## src/rtl/riscv_pkg.sv

```systemverilog
// rtl/riscv_pkg.sv - shared opcode constants, register index type and field extractors
package riscv_pkg;

    localparam logic [6:0] OPC_OP  = 7'b0110011;
    localparam logic [6:0] OPC_LUI = 7'b0110111;

    typedef logic [4:0] reg_idx_t;

    function automatic logic [6:0] get_opcode(input logic [31:0] insn);
        return insn[6:0];
    endfunction

    function automatic logic [2:0] get_funct3(input logic [31:0] insn);
        return insn[14:12];
    endfunction

    function automatic logic [6:0] get_funct7(input logic [31:0] insn);
        return insn[31:25];
    endfunction

    function automatic reg_idx_t get_rd(input logic [31:0] insn);
        return insn[11:7];
    endfunction

    function automatic reg_idx_t get_rs1(input logic [31:0] insn);
        return insn[19:15];
    endfunction

    function automatic reg_idx_t get_rs2(input logic [31:0] insn);
        return insn[24:20];
    endfunction

    function automatic logic [19:0] get_uimm(input logic [31:0] insn);
        return insn[31:12];
    endfunction

endpackage

```

## src/rtl/riscv_insn_decode_if.sv

```systemverilog
// rtl/riscv_insn_decode_if.sv - fetch, writeback and exec-side signals of the decode stage
interface riscv_insn_decode_if
    import riscv_pkg::*;
#(
    parameter int XLEN = 32
);
    logic             in_valid;
    logic             in_ready;
    logic [31:0]      insn;

    logic             wb_en;
    reg_idx_t         wb_addr;
    logic [XLEN-1:0]  wb_data;

    logic             out_valid;
    logic             out_ready;
    logic [6:0]       opcode;
    logic [2:0]       funct3;
    logic [6:0]       funct7;
    reg_idx_t         rd_addr;
    logic [XLEN-1:0]  rs1;
    logic [XLEN-1:0]  rs2;
    logic [XLEN-1:0]  imm;
    logic             illegal;

    // slave is the decode stage; master is the surrounding fetch/exec environment
    modport slave (
        input  in_valid, insn, wb_en, wb_addr, wb_data, out_ready,
        output in_ready, out_valid, opcode, funct3, funct7, rd_addr, rs1, rs2, imm, illegal
    );

    modport master (
        output in_valid, insn, wb_en, wb_addr, wb_data, out_ready,
        input  in_ready, out_valid, opcode, funct3, funct7, rd_addr, rs1, rs2, imm, illegal
    );

endinterface

```

## src/rtl/riscv_regfile.sv

```systemverilog
// rtl/riscv_regfile.sv - 2-read 1-write integer register file, x0 reads zero
module riscv_regfile
    import riscv_pkg::*;
#(
    parameter int XLEN  = 32,
    parameter int NREGS = 32
)
(
    input  logic             clock,
    input  logic             reset_n,
    input  reg_idx_t         raddr1,
    input  reg_idx_t         raddr2,
    output logic [XLEN-1:0]  rdata1,
    output logic [XLEN-1:0]  rdata2,
    input  logic             we,
    input  reg_idx_t         waddr,
    input  logic [XLEN-1:0]  wdata
);

    logic [XLEN-1:0] regs [NREGS];

    always_ff @(posedge clock or negedge reset_n) begin
        if (!reset_n) begin
            for (int i = 0; i < NREGS; i++) begin
                regs[i] <= '0;
            end
        end else if (we && waddr != '0) begin
            regs[waddr] <= wdata;
        end
    end

    // reads see the old value during a same-cycle write; forwarding lives in the decode stage
    assign rdata1 = (raddr1 == '0) ? '0 : regs[raddr1];
    assign rdata2 = (raddr2 == '0) ? '0 : regs[raddr2];

endmodule

```

## src/rtl/riscv_insn_decode.sv

```systemverilog
// rtl/riscv_insn_decode.sv - decode/issue stage with scoreboard; RISCV_DECODE_BYPASS_EN forwards writeback data
module riscv_insn_decode
    import riscv_pkg::*;
#(
    parameter int XLEN  = 32,
    parameter int NREGS = 32
)
(
    input  logic                 clock,
    input  logic                 reset_n,
    riscv_insn_decode_if.slave   bus
);

    logic [6:0]       opc;
    reg_idx_t         src1_idx;
    reg_idx_t         src2_idx;
    reg_idx_t         dst_idx;
    logic             legal;
    logic             fwd1;
    logic             fwd2;
    logic             hazard;
    logic             accept;
    logic [NREGS-1:0] busy;
    logic [NREGS-1:0] busy_nxt;
    logic [XLEN-1:0]  rf_rd1;
    logic [XLEN-1:0]  rf_rd2;
    logic [XLEN-1:0]  op1;
    logic [XLEN-1:0]  op2;
    logic signed [31:0] uimm;
    logic [XLEN-1:0]  imm_ext;

    logic             out_valid_q;
    logic [6:0]       opcode_q;
    logic [2:0]       funct3_q;
    logic [6:0]       funct7_q;
    reg_idx_t         rd_q;
    logic [XLEN-1:0]  rs1_q;
    logic [XLEN-1:0]  rs2_q;
    logic [XLEN-1:0]  imm_q;
    logic             illegal_q;

    assign opc      = get_opcode(bus.insn);
    assign src1_idx = get_rs1(bus.insn);
    assign src2_idx = get_rs2(bus.insn);
    assign dst_idx  = get_rd(bus.insn);
    assign legal    = (opc == OPC_OP) || (opc == OPC_LUI);

`ifdef RISCV_DECODE_BYPASS_EN
    assign fwd1 = bus.wb_en && (bus.wb_addr == src1_idx) && (src1_idx != '0);
    assign fwd2 = bus.wb_en && (bus.wb_addr == src2_idx) && (src2_idx != '0);
`else
    assign fwd1 = 1'b0;
    assign fwd2 = 1'b0;
`endif

    // a forwarded source no longer blocks; the destination check (WAW) is never masked
    assign hazard = legal && ((busy[src1_idx] && !fwd1) ||
                              (busy[src2_idx] && !fwd2) ||
                              (busy[dst_idx] && dst_idx != '0));

    assign bus.in_ready = reset_n && (!out_valid_q || bus.out_ready) && !hazard;
    assign accept       = bus.in_valid && bus.in_ready;

    riscv_regfile #(
        .XLEN  (XLEN),
        .NREGS (NREGS)
    ) u_regfile (
        .clock   (clock),
        .reset_n (reset_n),
        .raddr1  (src1_idx),
        .raddr2  (src2_idx),
        .rdata1  (rf_rd1),
        .rdata2  (rf_rd2),
        .we      (bus.wb_en),
        .waddr   (bus.wb_addr),
        .wdata   (bus.wb_data)
    );

    assign op1 = !legal ? '0 : (fwd1 ? bus.wb_data : rf_rd1);
    assign op2 = !legal ? '0 : (fwd2 ? bus.wb_data : rf_rd2);

    assign uimm    = {get_uimm(bus.insn), 12'b0};
    assign imm_ext = XLEN'(uimm);

    // set after clear so a same-cycle issue to the written index keeps it busy
    always_comb begin
        busy_nxt = busy;
        if (bus.wb_en && bus.wb_addr != '0) begin
            busy_nxt[bus.wb_addr] = 1'b0;
        end
        if (accept && legal && dst_idx != '0) begin
            busy_nxt[dst_idx] = 1'b1;
        end
        busy_nxt[0] = 1'b0;
    end

    always_ff @(posedge clock or negedge reset_n) begin
        if (!reset_n) begin
            busy <= '0;
        end else begin
            busy <= busy_nxt;
        end
    end

    always_ff @(posedge clock or negedge reset_n) begin
        if (!reset_n) begin
            out_valid_q <= 1'b0;
            opcode_q    <= '0;
            funct3_q    <= '0;
            funct7_q    <= '0;
            rd_q        <= '0;
            rs1_q       <= '0;
            rs2_q       <= '0;
            imm_q       <= '0;
            illegal_q   <= 1'b0;
        end else if (accept) begin
            out_valid_q <= 1'b1;
            opcode_q    <= opc;
            funct3_q    <= get_funct3(bus.insn);
            funct7_q    <= get_funct7(bus.insn);
            rd_q        <= dst_idx;
            rs1_q       <= op1;
            rs2_q       <= op2;
            imm_q       <= (opc == OPC_LUI) ? imm_ext : '0;
            illegal_q   <= !legal;
        end else if (bus.out_ready) begin
            out_valid_q <= 1'b0;
        end
    end

    assign bus.out_valid = out_valid_q;
    assign bus.opcode    = opcode_q;
    assign bus.funct3    = funct3_q;
    assign bus.funct7    = funct7_q;
    assign bus.rd_addr   = rd_q;
    assign bus.rs1       = rs1_q;
    assign bus.rs2       = rs2_q;
    assign bus.imm       = imm_q;
    assign bus.illegal   = illegal_q;

endmodule

```

## src/flat_wrapper.sv

```systemverilog
// flat-port wrapper written by rule: the top's interface ports become plain ports
module riscv_insn_decode_flat import riscv_pkg::*;
#(
    parameter int XLEN  = 32,
    parameter int NREGS = 32
)
  (clock, reset_n, bus_in_valid, bus_insn, bus_wb_en, bus_wb_addr, bus_wb_data, bus_out_ready, bus_in_ready, bus_out_valid, bus_opcode, bus_funct3, bus_funct7, bus_rd_addr, bus_rs1, bus_rs2, bus_imm, bus_illegal);
  riscv_insn_decode_if #(.XLEN(XLEN)) bus_i ();
  input  logic clock;
  input  logic reset_n;
  input wire logic [$bits(bus_i.in_valid)-1:0] bus_in_valid;
  input wire logic [$bits(bus_i.insn)-1:0] bus_insn;
  input wire logic [$bits(bus_i.wb_en)-1:0] bus_wb_en;
  input wire logic [$bits(bus_i.wb_addr)-1:0] bus_wb_addr;
  input wire logic [$bits(bus_i.wb_data)-1:0] bus_wb_data;
  input wire logic [$bits(bus_i.out_ready)-1:0] bus_out_ready;
  output wire logic [$bits(bus_i.in_ready)-1:0] bus_in_ready;
  output wire logic [$bits(bus_i.out_valid)-1:0] bus_out_valid;
  output wire logic [$bits(bus_i.opcode)-1:0] bus_opcode;
  output wire logic [$bits(bus_i.funct3)-1:0] bus_funct3;
  output wire logic [$bits(bus_i.funct7)-1:0] bus_funct7;
  output wire logic [$bits(bus_i.rd_addr)-1:0] bus_rd_addr;
  output wire logic [$bits(bus_i.rs1)-1:0] bus_rs1;
  output wire logic [$bits(bus_i.rs2)-1:0] bus_rs2;
  output wire logic [$bits(bus_i.imm)-1:0] bus_imm;
  output wire logic [$bits(bus_i.illegal)-1:0] bus_illegal;
  assign bus_i.in_valid = bus_in_valid;
  assign bus_i.insn = bus_insn;
  assign bus_i.wb_en = bus_wb_en;
  assign bus_i.wb_addr = bus_wb_addr;
  assign bus_i.wb_data = bus_wb_data;
  assign bus_i.out_ready = bus_out_ready;
  assign bus_in_ready = bus_i.in_ready;
  assign bus_out_valid = bus_i.out_valid;
  assign bus_opcode = bus_i.opcode;
  assign bus_funct3 = bus_i.funct3;
  assign bus_funct7 = bus_i.funct7;
  assign bus_rd_addr = bus_i.rd_addr;
  assign bus_rs1 = bus_i.rs1;
  assign bus_rs2 = bus_i.rs2;
  assign bus_imm = bus_i.imm;
  assign bus_illegal = bus_i.illegal;
  riscv_insn_decode #(.XLEN(XLEN), .NREGS(NREGS)) u_core (.clock(clock), .reset_n(reset_n), .bus(bus_i));
endmodule
```

## config.mk

```make
export PLATFORM = sky130hd
export DESIGN_NAME = riscv_insn_decode_flat
export DESIGN_NICKNAME = d
export VERILOG_FILES = /design/src/rtl/riscv_pkg.sv /design/src/rtl/riscv_insn_decode_if.sv /design/src/rtl/riscv_regfile.sv /design/src/rtl/riscv_insn_decode.sv /design/src/flat_wrapper.sv
export SDC_FILE = /design/constraint.sdc
export NUM_CORES = 2
export LEC_CHECK = 0
export BUFFER_PORTS_ARGS = -buffer_cell sky130_fd_sc_hd__buf_2
export CAP_MARGIN = 20
export CORE_MARGIN = 2
export CORE_UTILIZATION = 40
export DETAILED_ROUTE_END_ITERATION = 8
export GPL_TIMING_DRIVEN = 0
export PLACE_DENSITY_LB_ADDON = 0.1
export SLEW_MARGIN = 25
export SYNTH_ARGS = -nofsm -noshare
export SYNTH_HDL_FRONTEND = slang
export SYNTH_SLANG_ARGS = --single-unit
```

## constraint.sdc

```tcl
create_clock -name clock -period 2.35 [get_ports clock]
set_input_delay 0.235 -clock clock [delete_from_list [all_inputs] [get_ports clock]]
set_output_delay 0.235 -clock clock [all_outputs]
set_load 0.02 [all_outputs]
```

==> out/results.tsv <==
stage	metric	value	unit
run_status	outcome	complete, but fails checks	
run_status	violated checks	hold timing, setup timing	
layout	count of nets after finishing	4952	
die	die area	153000	µm²
placement	placed cell areas	65100	µm²
die	number of I/O pins	195	
pwr	P per Cell Area	848	nW/µm²
logic_synthesis	Syn Inst Count	4374	
clock_network	clock network latency to the later pin of the worst-skew pair	0.81	ns
sta	setup repair after global routing missed its margin	yes	
global_routing	vias in the first global route	44900	
sta	number of setup violations in the final report	170	
worst_hold_path	min-delay worst type	in2async	
route	ANT nets after route	0	
sta	Worst Setup Slack, final	-0.802	ns
logic_synthesis	YS warnings	0	
global_routing	overall track demand over capacity in global routing	39.5	%
placement	final HPWL from detailed placement	204	mm
route	DR vias/cell	6.69	
route	total length of routed wires	304	mm
sta	Period minus WS final	3.15	ns
worst_setup_path	Critical Path Fanout Max	4	
sta	hold slack	-0.639	ns
sta	fin crit share	134	%
sta	final setup TNS	-78.72	ns
sta	highest clock frequency the design can meet	317	MHz
layout	fraction of final layout cells with drive strength greater than 1	44.7	%
clock_network	master cell of the clock root buffer	clkbuf_16	
logic_synthesis	Post-synth top flop	dfrtp_1	
route	DRC	0	
worst_setup_path	worst endpoint data arrival time	2.92	ns
die	standard-cell row count	141	
global_routing	antenna violations before repair	18	
route	number of DRC violations after detailed-routing iteration 0	6519	
clock_network	TritonCTS clock tree	done	
clock_network	cts bufs inserted	139	
logic_synthesis	Avg Inst Size Synth	13.7	µm²
die	Die Span X	391	µm
die	Floorplan Core Area	148000	µm²
logic_synthesis	portion of the post-synthesis area used by sequential elements	48.7	%
layout	commonest cells after routing, fill and taps aside	dfrtp_1, mux2_2, mux2i_1	
worst_setup_path	largest stage delay on the critical path	0.48	ns
worst_setup_path	CP Class	reg2out	
global_routing	wire length of the first global-routing pass	403	mm
logic_synthesis	count of different cell masters after synthesis	55	
sta	max-slew violation total from the final report	0	
placement	Port Buf Inserts	175	
worst_setup_path	slowest cell on the critical path	mux4_2	
die	Vert. Die Dim	391	µm
layout	Final Instance Area	71800	µm²
global_routing	largest net degree at the start of global routing	121	
clock_network	number of clock sinks	1163	
layout	most common cell after layout, fill and taps aside	dfrtp_1	
route	via count	46400	
global_routing	residual overflow from global routing	0	
pwr	leakage power	32.2	nW
pwr	maximum VDD drop	0.000893	V
worst_setup_path	endpoint type of the worst setup path	output pin	
sta	Final Hold Viols	333	
sta	slew at the pin with the worst max-slew slack	1.19	ns
route	post-detailed-route wirelength per cell	43.8	µm
layout	area added between synthesis and finish	20.1	%
logic_synthesis	EDFF count, synth	0	
worst_setup_path	FF-to-FF setup slack	-0.72	ns
worst_setup_path	Worst Path Required	2.12	ns
placement	final estimated routing congestion in global placement	0.990	
clock_network	maximum count of clock buffers along a single path	3	
clock_network	post-CTS clock slew at the launch and capture registers of the worst setup and hold paths	0.06	ns
clock_network	Max H-tree Level	4	
logic_synthesis	Mapped Area	59800	µm²
logic_synthesis	fraction of registers with async set or reset after synthesis	100	%
run	MaxCap Viol Count	0	
sta	Relative slew margins	20.9	%
layout	fill count	13100	
sta	post-route clock skew	0.0374	ns
die	Initial Utilization	40.4	%
worst_setup_path	cells along the critical path	mux4_2 -> mux2_4 -> a211oi_4 -> o32ai_4 -> o21ai_2 -> and3_4 -> buf_6	
worst_setup_path	startpoint type of the worst setup path	register	
logic_synthesis	number of register bits inferred by synthesis	1163	
route	number of detailed-routing iterations run before antenna repair	6	
==> cell families (layout without fill, tap and decap cells) <==
| kind of cell | count (synthesis) | in the layout | share of synthesized area, % |
|---|---|---|---|
| compound gates | 518 | 518 | 5.87 |
| buf+inv | 478 | 1082 | 3.39 |
| flops | 1163 | 1163 | 48.7 |
| mux | 1818 | 1818 | 38.9 |
| other cells | 1 | 19 | 0.00627 |
| simple gates | 396 | 396 | 3.18 |
==> flip-flops by register name (all words and copies together) (netlist names) <==
signal and cells:
u_core.bus.rd_addr 5, u_core.bus.out_valid 1, u_core.bus.imm 20, u_core.bus.illegal 1, u_core.bus.rs2 32, u_core.bus.rs1 32
u_core.bus.funct7 7, u_core.bus.opcode 7, u_core.u_regfile.regs 1024, u_core.bus.funct3 3, u_core.busy 31
==> routing by layer <==
layer	vias to the layer above	global-route usage (%)	part of all wire, %
li1	17600	-	-
met1	24900	51.9	40
met2	2995	55.5	41
met3	848	13.5	12
met4	12	24.9	7.5
met5	-	0.797	0.073
==> worst max-delay path, delay by kind of cell (launching register included) <==
family	cells	cell delay [ns]
AOI/OAI and AO/OA	3	0.56
buffers and inverters	1	0.12
DFF	1	0.43
muxes	2	0.79
and+or+nand+nor	1	0.21
==> power by group <==
| group | internal [W] | leakage [nW] | switching (W) | total, W |
|---|---|---|---|---|
| clock network | 0.0131 | 2.32 | 0.00943 | 0.0226 |
| logic | 0.00613 | 14.9 | 0.00601 | 0.0121 |
| registers | 0.0235 | 15.0 | 0.00267 | 0.0261 |
| total | 0.0427 | 32.2 | 0.0181 | 0.0609 |
==> path summary, 6_finish.rpt <==
| kind | to | startpoint | cells after the start |
|---|---|---|---|
| max | bus_in_ready | u_core.busy[22]$_DFF_PN0_ | 7 |
| min | u_core.bus.rs2[25]$_DFFE_PN0P_ | reset_n | 1 |
| max reg2reg | u_core.bus.rs2[15]$_DFFE_PN0P_ | u_core.busy[22]$_DFF_PN0_ | 12 |
| min reg2reg | u_core.u_regfile.regs[999]$_DFFE_PN0P_ | u_core.u_regfile.regs[999]$_DFFE_PN0P_ | 1 |
| max in group asynchronous | u_core.u_regfile.regs[714]$_DFFE_PN0P_ | reset_n | 4 |
| min in group clock | u_core.busy[27]$_DFF_PN0_ | bus_insn[8] | 4 |
==> repair_timing <==
action | CTS | global route
hold buffers | 70 | 3
gates cloned | 7 | 0
setup endpoints to repair | 148 | 140
pin swaps | 50 | 4
resized for setup | 227 | 28
buffers inserted | 29 | 6
hold endpoints to repair | 317 | 97
==> Yosys cell counts, types with 2 or more instances <==
cell,instances,area share [%]
nor2_1,127,0.80
a22o_1,63,0.92
a211oi_1,4,0.050
nand2_1,111,0.70
o2bb2ai_1,24,0.35
o21ai_0,63,0.53
nor3_1,5,0.042
nand3b_1,10,0.13
nand3_1,28,0.23
buf_4,19,0.24
dfrtp_1,1163,49
a31oi_1,22,0.23
buf_1,56,0.35
and2_1,2,0.021
a311o_1,5,0.084
buf_6,5,0.094
nor2b_1,7,0.073
mux4_2,299,11
nand4_1,5,0.052
clkbuf_1,293,1.8
nand2b_1,2,0.021
and3b_1,2,0.029
o221ai_1,23,0.34
or2_2,10,0.10
mux2_2,1020,19
a22oi_1,7,0.088
o211ai_1,36,0.45
mux4_1,2,0.088
or3_1,16,0.17
o22ai_1,183,1.9
buf_2,98,0.82
nor3b_1,6,0.075
nor4_1,51,0.53
or3b_2,5,0.073
a21oi_1,67,0.56
and3_1,4,0.042
a221oi_1,12,0.18
inv_1,6,0.038
mux2i_1,497,8.3
==> per-stage QoR <==
stage	hold slack [ns]	util, %	instances	worst slack [ns]	power, W
after floorplan	-0.0606	-	4385	-0.0102	0.0332
after global placement	0.438	42.7	6490	-26.25	0.0374
after detailed placement	0.221	44.0	6558	-2.41	0.0380
after CTS	-0.618	48.4	6916	-0.851	0.0605
after global routing	-0.571	48.5	6920	-0.853	0.0625
final	-0.639	48.5	6926	-0.802	0.0609
==> cell type report <==
type	count	area, µm²	area share, %
Multi-Input combinational cell	2744	29100	40.6
Sequential cell	1163	29100	40.5
Clock buffer	212	4290	5.98
Timing Repair Buffer	353	3870	5.39
Buffer	470	2570	3.58
Tap cell	1930	2410	3.36
Clock inverter	40	379	0.528
Inverter	7	26.3	0.0366
Antenna cell	7	17.5	0.0244
No activity file was read; power rests on OpenSTA's default activity.
